File: config.mk
export PLATFORM = sky130hd
export DESIGN_NAME = alu_seq_ctrl
export DESIGN_NICKNAME = d
export VERILOG_FILES = /design/src/rtl/alu_seq_ctrl.sv
export SDC_FILE = /design/constraint.sdc
export NUM_CORES = 1
export LEC_CHECK = 0
export CAP_MARGIN = 20
export CORE_MARGIN = 1
export CORE_UTILIZATION = 34
export DETAILED_ROUTE_END_ITERATION = 10
export MAX_ROUTING_LAYER = met4
export PLACE_DENSITY = 0.91
export SLEW_MARGIN = 25
export SYNTH_ARGS = -nofsm -noshare
export SYNTH_HDL_FRONTEND = slang
export SYNTH_SLANG_ARGS = --single-unit
File: constraint.sdc
create_clock -name clock -period 2.7 [get_ports clock]
set_input_delay 0.54 -clock clock [delete_from_list [all_inputs] [get_ports clock]]
set_output_delay 0.54 -clock clock [all_outputs]
set_load 0.1 [all_outputs]
File: src/rtl/alu_seq_ctrl.sv
// Hardwired control sequencer for the three-register ALU instruction class.
// Define ALU_SEQ_MULDIV_EN to add mul/div with a T6 HI/LO writeback phase.
module alu_seq_ctrl #(
    parameter int MEM_TIMEOUT = 15
) (
    input  logic        clock,
    input  logic        clear,
    input  logic        run,
    input  logic        mem_ready,
    input  logic [31:0] ir,
    output logic        PCout,
    output logic        incPC,
    output logic        MARin,
    output logic        Zin,
    output logic        ZLowOut,
    output logic        ZHighOut,
    output logic        PCin,
    output logic        read,
    output logic        MDRin,
    output logic        MDRout,
    output logic        IRin,
    output logic        Yin,
    output logic        HIin,
    output logic        LOin,
    output logic [15:0] Rin,
    output logic [15:0] Rout,
    output logic [4:0]  opcode,
    output logic        done,
    output logic        illegal,
    output logic        halted,
    output logic        mem_fault
);

    localparam int CW = $clog2(MEM_TIMEOUT + 1);

    typedef enum logic [3:0] {
        IDLE, T0, T1, T2, T3, T4, T5, HALT
`ifdef ALU_SEQ_MULDIV_EN
        , T6
`endif
    } state_t;

    state_t          state, state_nxt;
    logic [CW-1:0]   wait_cnt;
    logic            at_limit;
    logic            fault_set;
    logic [4:0]      op;
    logic            legal;
    logic            ir_unused;
`ifdef ALU_SEQ_MULDIV_EN
    logic            md_op;
`endif

    assign op        = ir[31:27];
    assign ir_unused = ^ir[14:0];
    assign at_limit  = (wait_cnt == CW'(MEM_TIMEOUT - 1));
    assign halted    = (state == HALT);

`ifdef ALU_SEQ_MULDIV_EN
    assign md_op = (op == 5'b01111) || (op == 5'b10000);
    assign legal = ((op >= 5'b00011) && (op <= 5'b01010)) || md_op;
`else
    assign legal = (op >= 5'b00011) && (op <= 5'b01010);
`endif

    always_ff @(posedge clock or negedge clear) begin
        if (!clear) begin
            state     <= IDLE;
            wait_cnt  <= '0;
            mem_fault <= 1'b0;
        end else begin
            state <= state_nxt;
            // T0 is the only way into T1, so clearing here restarts the wait window
            if (state == T0)
                wait_cnt <= '0;
            else if (state == T1 && !mem_ready && !at_limit)
                wait_cnt <= wait_cnt + 1'b1;
            if (fault_set)
                mem_fault <= 1'b1;
        end
    end

    always_comb begin
        state_nxt = state;
        fault_set = 1'b0;
        PCout = 1'b0; incPC = 1'b0; MARin = 1'b0; Zin = 1'b0;
        ZLowOut = 1'b0; ZHighOut = 1'b0; PCin = 1'b0; read = 1'b0;
        MDRin = 1'b0; MDRout = 1'b0; IRin = 1'b0; Yin = 1'b0;
        HIin = 1'b0; LOin = 1'b0;
        Rin = '0; Rout = '0; opcode = '0;
        done = 1'b0; illegal = 1'b0;
        case (state)
            IDLE: state_nxt = run ? T0 : IDLE;
            T0: begin
                PCout = 1'b1; MARin = 1'b1; incPC = 1'b1; Zin = 1'b1;
                state_nxt = T1;
            end
            T1: begin
                ZLowOut = 1'b1; PCin = 1'b1; read = 1'b1; MDRin = 1'b1;
                // ready on the last allowed cycle still wins over the fault
                if (mem_ready) begin
                    state_nxt = T2;
                end else if (at_limit) begin
                    state_nxt = HALT;
                    fault_set = 1'b1;
                end
            end
            T2: begin
                MDRout = 1'b1; IRin = 1'b1;
                state_nxt = T3;
            end
            T3: begin
                if (legal) begin
                    Rout = 16'h0001 << ir[22:19];
                    Yin  = 1'b1;
                    state_nxt = T4;
                end else if (op == 5'b11011) begin
                    state_nxt = HALT;
                end else begin
                    illegal   = 1'b1;
                    state_nxt = run ? T0 : IDLE;
                end
            end
            T4: begin
                Rout   = 16'h0001 << ir[18:15];
                Zin    = 1'b1;
                opcode = op;
                state_nxt = T5;
            end
            T5: begin
                ZLowOut = 1'b1;
`ifdef ALU_SEQ_MULDIV_EN
                if (md_op) begin
                    LOin      = 1'b1;
                    state_nxt = T6;
                end else begin
                    Rin       = 16'h0001 << ir[26:23];
                    done      = 1'b1;
                    state_nxt = run ? T0 : IDLE;
                end
`else
                Rin       = 16'h0001 << ir[26:23];
                done      = 1'b1;
                state_nxt = run ? T0 : IDLE;
`endif
            end
`ifdef ALU_SEQ_MULDIV_EN
            T6: begin
                ZHighOut  = 1'b1;
                HIin      = 1'b1;
                done      = 1'b1;
                state_nxt = run ? T0 : IDLE;
            end
`endif
            HALT:    state_nxt = HALT;
            default: state_nxt = IDLE;
        endcase
    end

endmodule

; Word level (Yosys, flattened, before mapping)
; Cells that the tools add are included.
[classes]
mul = 0
mux = 26
addsub = 1
shifts = 3
n_eq_ne = 10
n_lt_le_gt_ge = 2
n_reduce_logical = 10
n_div = 0
bitwise = 0
[ops]
columns = cell, n
row1 = << shifter 1 x 4 -> 16 bit (first input constant), 3
row2 = two-way mux 16 bit, 2
row3 = one-hot mux 16 bit (2 select lines), 1
row4 = one-hot mux 4 bit (7 select lines), 1
row5 = equality test 4 x 3 -> 1 bit (second input constant), 4
row6 = two-way mux 4 bit, 4
row7 = two-way mux 1 bit, 15
row8 = equality test 4 x 2 -> 1 bit (second input constant), 2
row9 = two-way mux 3 bit, 2
row10 = OR reduction 2 bit, 3
row11 = equality test 5 bit (second input constant), 1
row12 = >= comparator 5 x 2 -> 1 bit (second input constant), 1
row13 = <= comparator 5 x 4 -> 1 bit (second input constant), 1
row14 = two-way mux 5 bit, 1
row15 = adder 4 x 1 -> 4 bit (second input constant), 1
row16 = equality test 4 x 1 -> 1 bit (second input constant), 1
row17 = equality test 4 bit (second input constant), 1
row18 = logical NOT 4 bit, 1
row19 = logical AND 1 bit, 3
row20 = != test 3 bit (second input constant), 1
row21 = logical NOT 1 bit, 2
row22 = nonzero test 2 bit, 1
[word_totals]
in_bits = 36
reg_bits = 9
latch_bits = 0
out_inout_bits = 55
mem_bits_rw = 0
memories = 0
mem_bits_ro = 0

; Logic depth before layout (Yosys ltp)
; Gate-level depths: netlist of run 1.
[logic_depth]
word_depth = 5
depth_mapped = 6
mapped_depth_nobuf = 6

; Worst setup path before layout of run 1
; Ideal clock, no wire load.
[synth_path]
path_kind = input to output
from = in ir[28]
to = out Yin
n_path_buf = 0
arrival_time_ns = 3.218
slack_ns = -1.058
cell_stages = 3
cell_sequence = a21oi_1 xnor2_2 nor3b_1
[synth_between]
elab_chain_len = 4
[synth_lines]
columns = item, line
row1 = from (decl), 10  ; input logic [31:0] ir,
row2 = >= comparator 5 x 2 -> 1 bit / <= comparator 5 x 4 -> 1 bit (equally long branches), 63  ; assign legal = (op >= 5'b00011) && (op <= 5'b01010);
row3 = logical AND 1 bit *, 63
row4 = two-way mux 1 bit *, 113  ; if (legal) begin
row5 = two-way mux 1 bit *, 92  ; case (state)
row6 = to (decl), 22  ; output logic Yin,
; Every way passes the cells marked *; elsewhere a longest branch is shown, timed or not.

; Final worst setup path of run 1
[layout_path]
from = in ir[31]
to = out Rout[8]
[layout_between]
elab_chain_len = 4
[layout_lines]
columns = item, line
row1 = >= comparator 5 x 2 -> 1 bit / <= comparator 5 x 4 -> 1 bit (equally long branches), 63
row2 = logical AND 1 bit *, 63
row3 = two-way mux 16 bit *, 113
row4 = one-hot mux 16 bit (2 select lines) *, 92
row5 = to (decl), 26  ; output logic [15:0] Rout,
; Marks and branches as above.

==> results_dict.tcl, run 1 <==
set metrics [dict create \
    ys_ff_latch 8 \
    drv_cap 0 \
    diodes 0 \
    avgRoutedWirePerCell_um 18.4 \
    sequentialPowerShare 0.117 \
    max_freq_mhz 384 \
    r2r_slack_ns 1.05 \
    clkLatencyLatePin_ns 0.26 \
    slew_violations 0 \
    h-tree-depth 1 \
    yosys_warnings 0 \
    crit_buf_inv 3 \
    rsz0062_at_grt "false" \
    grt_usage 0.286 \
    die_h_um 57.6 \
    overflow 0 \
    drc 3 \
    path_clk_slew_ns 0.05 \
    cp_max_fo 9 \
    first_global_vias 1425 \
    drive_gt1_frac 0.521 \
    fin_nets 251 \
    ys_seq_area_frac 0.190 \
    final_common_cell "buf_12" \
    netlist_instances 137 \
    synth-adder-area-share 0.0238 \
    synth_xor_area_frac 0.0404 \
    cp_top_family "buffers and inverters" \
    syn-mean-instance-area_um2 7.68 \
    clk_path_buf_depth 2 \
    top_level_ports 91 \
    p_comb_frac 0.837 \
    grt_antenna_before_repair 0 \
    required_ns 2.16 \
    finalCriticalPeriod_ns 2.60 \
    postPlaceCellArea_mm2 0.00229 \
    synthSimpleGateAreaFrac 0.454 \
    fill_cells 142 \
    grt_start_max_net_pins 19 \
    startpoint_type "input port" \
    totalWireLength_um 4460 \
    finalWeightedCongestion 0.879 \
    p_per_area_mw_per_mm2 821 \
    core_area_mm2 0.00285 \
    critPathKind "input port to primary output" \
    cts-buffers-inserted 3 \
    initial_core_util 0.369 \
    status "complete, but fails checks" \
    port_buffers 72 \
    net-switching-power_mw 1.30 \
    firstDrtPassIters 7 \
    place_hpwl_um 3470 \
    p_leak_nw 0.983 \
    rows 19 \
    cts_tree "built" \
    hold_class "flip-flop to flip-flop" \
    synth.area.mux_share 0 \
    die_area_mm2 0.00332 \
    chipWidth_um 57.6 \
    dp_slack_ns -0.121 \
    cp_data_arrival_time_ns 2.06 \
    final_area_mm2 0.00240 \
    hold_viol 0 \
    p_int_uw 675 \
    skew_ns 0.00399 \
    ir_drop_v 0.000792 \
    synth_area_leaders "dfrtp_1 19%, o22ai_1 10%, buf_4 6.4%, nor2_1 5.7%, nand2b_1 4.2%" \
    setup_ws_ns 0.0985 \
    synth_cell_types 44 \
    vias 1379 \
    violations "DRC" \
    synth_top_family_by_area "simple AND/OR/NAND/NOR gates" \
    antenna_left 0 \
    end_kind "primary output" \
    root_buffer "clkbuf_4" \
    final_cell_mix "42 x buf_12, 21 x buf_4, 16 x clkdlybuf4s50_1" \
    grt_pass1_wl_um 7020 \
    fin_crit_sh 0.964 \
    netSwitchingFraction 0.657 \
    cp_cell_sequence "clkdlybuf4s50_1 > nand4bb_1 > buf_4 > o22ai_4 > buf_12" \
    power.share.clock 0.046 \
    cpPeakStageDelay_ns 0.57 \
    drt-vias-per-instance 5.70 \
    drt_iter0_drc 64 \
    setup_viol 0 \
    clock_sinks 8 \
    synth_compound_area_frac 0.170 \
    cp_slowest_cell "clkdlybuf4s50_1" \
    syn_to_final_growth_pct 128 \
    syn_area_mm2 0.00105 \
    yosysTopAreaCell "dfrtp_1" \
    synth_top_area_frac 0.190 \
]
==> worst reg2reg max path, delay by kind of cell, from the launching register on <==
kind / cells / cell delay, ns
buffers and inverters: 2 / 0.49
flip-flops: 1 / 0.42
AND/OR/NAND/NOR: 2 / 0.62
==> synthesized netlist by cell type, drive strengths merged <==
cell type and instances:
a21o 1, a21oi 4, a31oi 1, and2 3
and3 6, and3b 1, buf 12, clkbuf 2
conb 1, dfrtp 8, ha 2, inv 5
nand2 6, nand2b 8, nand3 6, nand3b 2
nand4 2, nand4b 4, nand4bb 2, nor2 17
nor2b 1, nor3 6, nor3b 3, o21ai 4
o22ai 17, o2bb2ai 1, o32a 1, or2 2
or3 2, or3b 3, xnor2 3, xor2 1
==> flip-flops by register name, indices dropped and copies added (netlist names) <==
register,cells
wait_cnt,4
mem_fault,1
state,3
==> what timing repair did <==
item | 4_1_cts | 5_1_grt
hold buffers | 0 | 0
hold endpoints to repair | 0 | 0
pin swaps | 1 | 3
gates resized for setup | 8 | 9
cloned | 0 | 0
buffers inserted | 1 | 0
setup endpoints to repair | 15 | 15
==> metrics by stage <==
| stage | TNS [ns] | instances | util | hold WS [ns] | total power [mW] |
|---|---|---|---|---|---|
| floorplan | -7.52 | 139 | - | 0.244 | 1.47 |
| global placement | -0.139 | 238 | 0.804 | 0.442 | 1.81 |
| detailed placement | -1.00 | 238 | 0.804 | 0.450 | 1.85 |
| CTS | 0 | 242 | 0.829 | 0.469 | 1.95 |
| global route | 0 | 242 | 0.841 | 0.475 | 2.05 |
| finish | 0 | 242 | 0.841 | 0.468 | 1.97 |
==> logic make-up after synthesis <==
| logic type | after synthesis |
|---|---|
| fa+ha+maj | 2 |
| buf+inv | 19 |
| flops | 8 |
| other cells | 1 |
| simple gates | 74 |
| xor+xnor | 4 |
| compound gates | 29 |
==> path summary, 6_finish.rpt <==
check                           depth (start not counted)      start     endpoint
min in group asynchronous                               1      clear     state[2]
max in group asynchronous                               1      clear     state[0]
worst min register to register                          1  mem_fault    mem_fault
worst max register to register                          4   state[2]  wait_cnt[2]
worst min-delay path                                    1  mem_fault    mem_fault
worst max-delay path                                    5     ir[31]      Rout[8]
==> routing by layer <==
layer  up-vias  global-route usage  part of all wire
met5         -                   -                 0
met4         0               0.188             0.040
met3        19              0.0335             0.036
met2        56               0.502              0.55
met1       664               0.301              0.38
li1        640                   -                 -
==> cell type report <==
cell class                      instances  area [um^2]  area share
Inverter                                5         26.3      0.0109
Clock buffer                            3         22.5     0.00938
Multi-Input combinational cell        112          905       0.377
Tap cell                               31         38.8      0.0162
Sequential cell                         8          203      0.0845
Timing Repair Buffer                   83         1200       0.502
==> power by group through the flow <==
stage               sequential (mW)  combinational (mW)  clock [mW]
floorplan                     0.181                1.29           0
global placement              0.220                1.59           0
detailed placement            0.224                1.63           0
CTS                           0.222                1.63      0.0965
global route                  0.236                1.70       0.106
finish                        0.230                1.65      0.0904
No activity file was read; power rests on OpenSTA's default activity.
==> inputs of run 2 (changes only) <==
--- a/config.mk
+++ b/config.mk
@@ -7,10 +7,10 @@
 export LEC_CHECK = 0
 export CAP_MARGIN = 20
 export CORE_MARGIN = 1
-export CORE_UTILIZATION = 34
+export CORE_UTILIZATION = 30
 export DETAILED_ROUTE_END_ITERATION = 10
 export MAX_ROUTING_LAYER = met4
-export PLACE_DENSITY = 0.91
+export PLACE_DENSITY = 0.82
 export SLEW_MARGIN = 25
 export SYNTH_ARGS = -nofsm -noshare
 export SYNTH_HDL_FRONTEND = slang
==> run 2 against run 1 <==
Effect of this change: the run now ends clean; critical path depth is the same; utilization shrank 12 points; routed wire length shrank 14%; critical path type unchanged; critical endpoint is now Rout[14]; largest power group unchanged; highest routed layer unchanged.
==> results_dict.tcl, run 2 (synthesis results as in run 1) <==
set metrics [dict create \
    clkLatencyLatePin_ns 0.25 \
    antenna_left 0 \
    fin_hold_ws_ns 0.463 \
    h-tree-depth 1 \
    postPlaceCellArea_mm2 0.00232 \
    core_area_mm2 0.00334 \
    final_common_cell "buf_12" \
    port_buffers 72 \
    post-cts-setup-buffers 0 \
    cpPeakStageDelay_ns 0.47 \
    sequentialPowerShare 0.106 \
    first_global_vias 1218 \
    initial_core_util 0.315 \
    hold_viol 0 \
    net-switching-power_mw 1.26 \
    cp_slowest_cell "clkdlybuf4s50_1" \
    fill_cells 253 \
    setup_viol 0 \
    p_leak_nw 0.981 \
    netSwitchingFraction 0.650 \
    cp_max_fo 5 \
    cp_cell_sequence "clkdlybuf4s50_1 > xnor2_2 > nand4b_1 > o22ai_2 > buf_12" \
    grt_pass1_wl_um 5600 \
    status "finished clean" \
    fin_cells 257 \
    clock_sinks 8 \
    avgRoutedWirePerCell_um 14.9 \
    path_clk_slew_ns 0.05 \
    critPathKind "input port to primary output" \
    place_hpwl_um 3130 \
    drc 0 \
    drt_iter0_drc 74 \
    rows 21 \
    fin_nets 251 \
    startpoint_type "input port" \
    finalWeightedCongestion 0.808 \
    largest_register "wait_cnt" \
    finalCriticalPeriod_ns 2.64 \
    overflow 0 \
    cp_data_arrival_time_ns 2.10 \
    firstDrtPassIters 4 \
    clk_path_buf_depth 2 \
    vias 1309 \
    top_level_ports 91 \
    diodes 0 \
    die_h_um 61.2 \
    p_int_uw 680 \
    drive_gt1_frac 0.502 \
    required_ns 2.16 \
    grt_usage 0.207 \
    final_cell_mix "42 x buf_12, 21 x buf_4, 17 x clkdlybuf4s50_1" \
    cts-buffers-inserted 3 \
    slew_violations 0 \
    totalWireLength_um 3830 \
    root_buffer "clkbuf_4" \
    drt-vias-per-instance 5.09 \
    hold_class "flip-flop to flip-flop" \
    dp_slack_ns -0.0843 \
    chipWidth_um 61.2 \
    fin_crit_sh 0.977 \
    power.share.clock 0.045 \
    p_per_area_mw_per_mm2 811 \
    report.power.total_mw 1.94 \
    cts_tree "built" \
    max_freq_mhz 379 \
    final_area_mm2 0.00239 \
    cts_hold_buf 0 \
    skew_ns 0.00180 \
    ir_drop_v 0.000661 \
    grt_start_max_net_pins 22 \
    die_area_mm2 0.00375 \
    largest_reg_flops 4 \
    top_regs "wait_cnt: 4 flops, state: 3 flops, mem_fault: 1 flops" \
    p_comb_frac 0.850 \
    drv_cap 0 \
    place_inst 254 \
    syn_to_final_growth_pct 127 \
    grt_antenna_before_repair 0 \
    end_kind "primary output" \
    setup_ws_ns 0.0611 \
]
run 2: cell count changes in the layout (fill, tap and decap cells not counted):
cell,change
clkdlybuf4s50_1,+1
dlygate4sd2_1,-1
nor3b_2,-1
dfrtp_2,-1
o22ai_1,+2
o22ai_4,-1
o22ai_2,-1
nor3b_1,+1
dfrtp_1,+1
run 2: per-stage QoR:
stage	setup TNS [ns]	utilization
finish	0	0.717
detailed placement	-0.686	0.695
floorplan	-7.52	-
global route	-0.0146	0.717
global placement	-0.172	0.695
CTS	0	0.707
run 2: timing repair:
item	in CTS	in global routing
endpoints found under the hold margin	0	0
pin swaps	0	4
endpoints found under the setup margin	14	15
resized for setup	3	8
run 2: critical path: cells and delay by family:
kind	cells	cell delay, ns
buffers and inverters	2	0.68
and+or+nand+nor	1	0.33
xor gates and xnor gates	1	0.29
AOI/OAI and AO/OA	1	0.26
run 2: path summary, 6_finish.rpt:
check,from,to,cells after the start,slack [ns]
max in group asynchronous,clear,state[0],1,1.86
hold / removal,mem_fault,mem_fault,1,0.46
min in group asynchronous,clear,wait_cnt[0],1,0.57
hold reg to reg,mem_fault,mem_fault,1,0.46
setup / recovery,ir[30],Rout[14],5,0.06
setup reg to reg,state[2],wait_cnt[2],4,1.13
run 2: metal layers:
layer	track usage	wire [um]	vias up
met5	-	0	-
met2	0.376	2140	38
li1	-	-	636
met4	0.0877	104	0
met1	0.229	1480	623
met3	0.0189	99	12
run 2: area by class of cell:
cell class              count  area (um^2)  area share
flip-flops and latches      8          201      0.0842
multi-input cells         112          880       0.367
inverters                   5         26.3      0.0110
well taps                  46         57.6      0.0240
repair buffers             83         1210       0.504
clock buffers               3         22.5     0.00941
run 2: power groups by stage:
stage	clock network [mW]	logic, mW	registers (mW)
2_1_floorplan	0	1.29	0.181
3_3_place_gp	0	1.62	0.201
3_5_place_dp	0	1.64	0.206
4_1_cts	0.0916	1.65	0.204
5_1_grt	0.105	1.71	0.214
6_report	0.0866	1.65	0.205
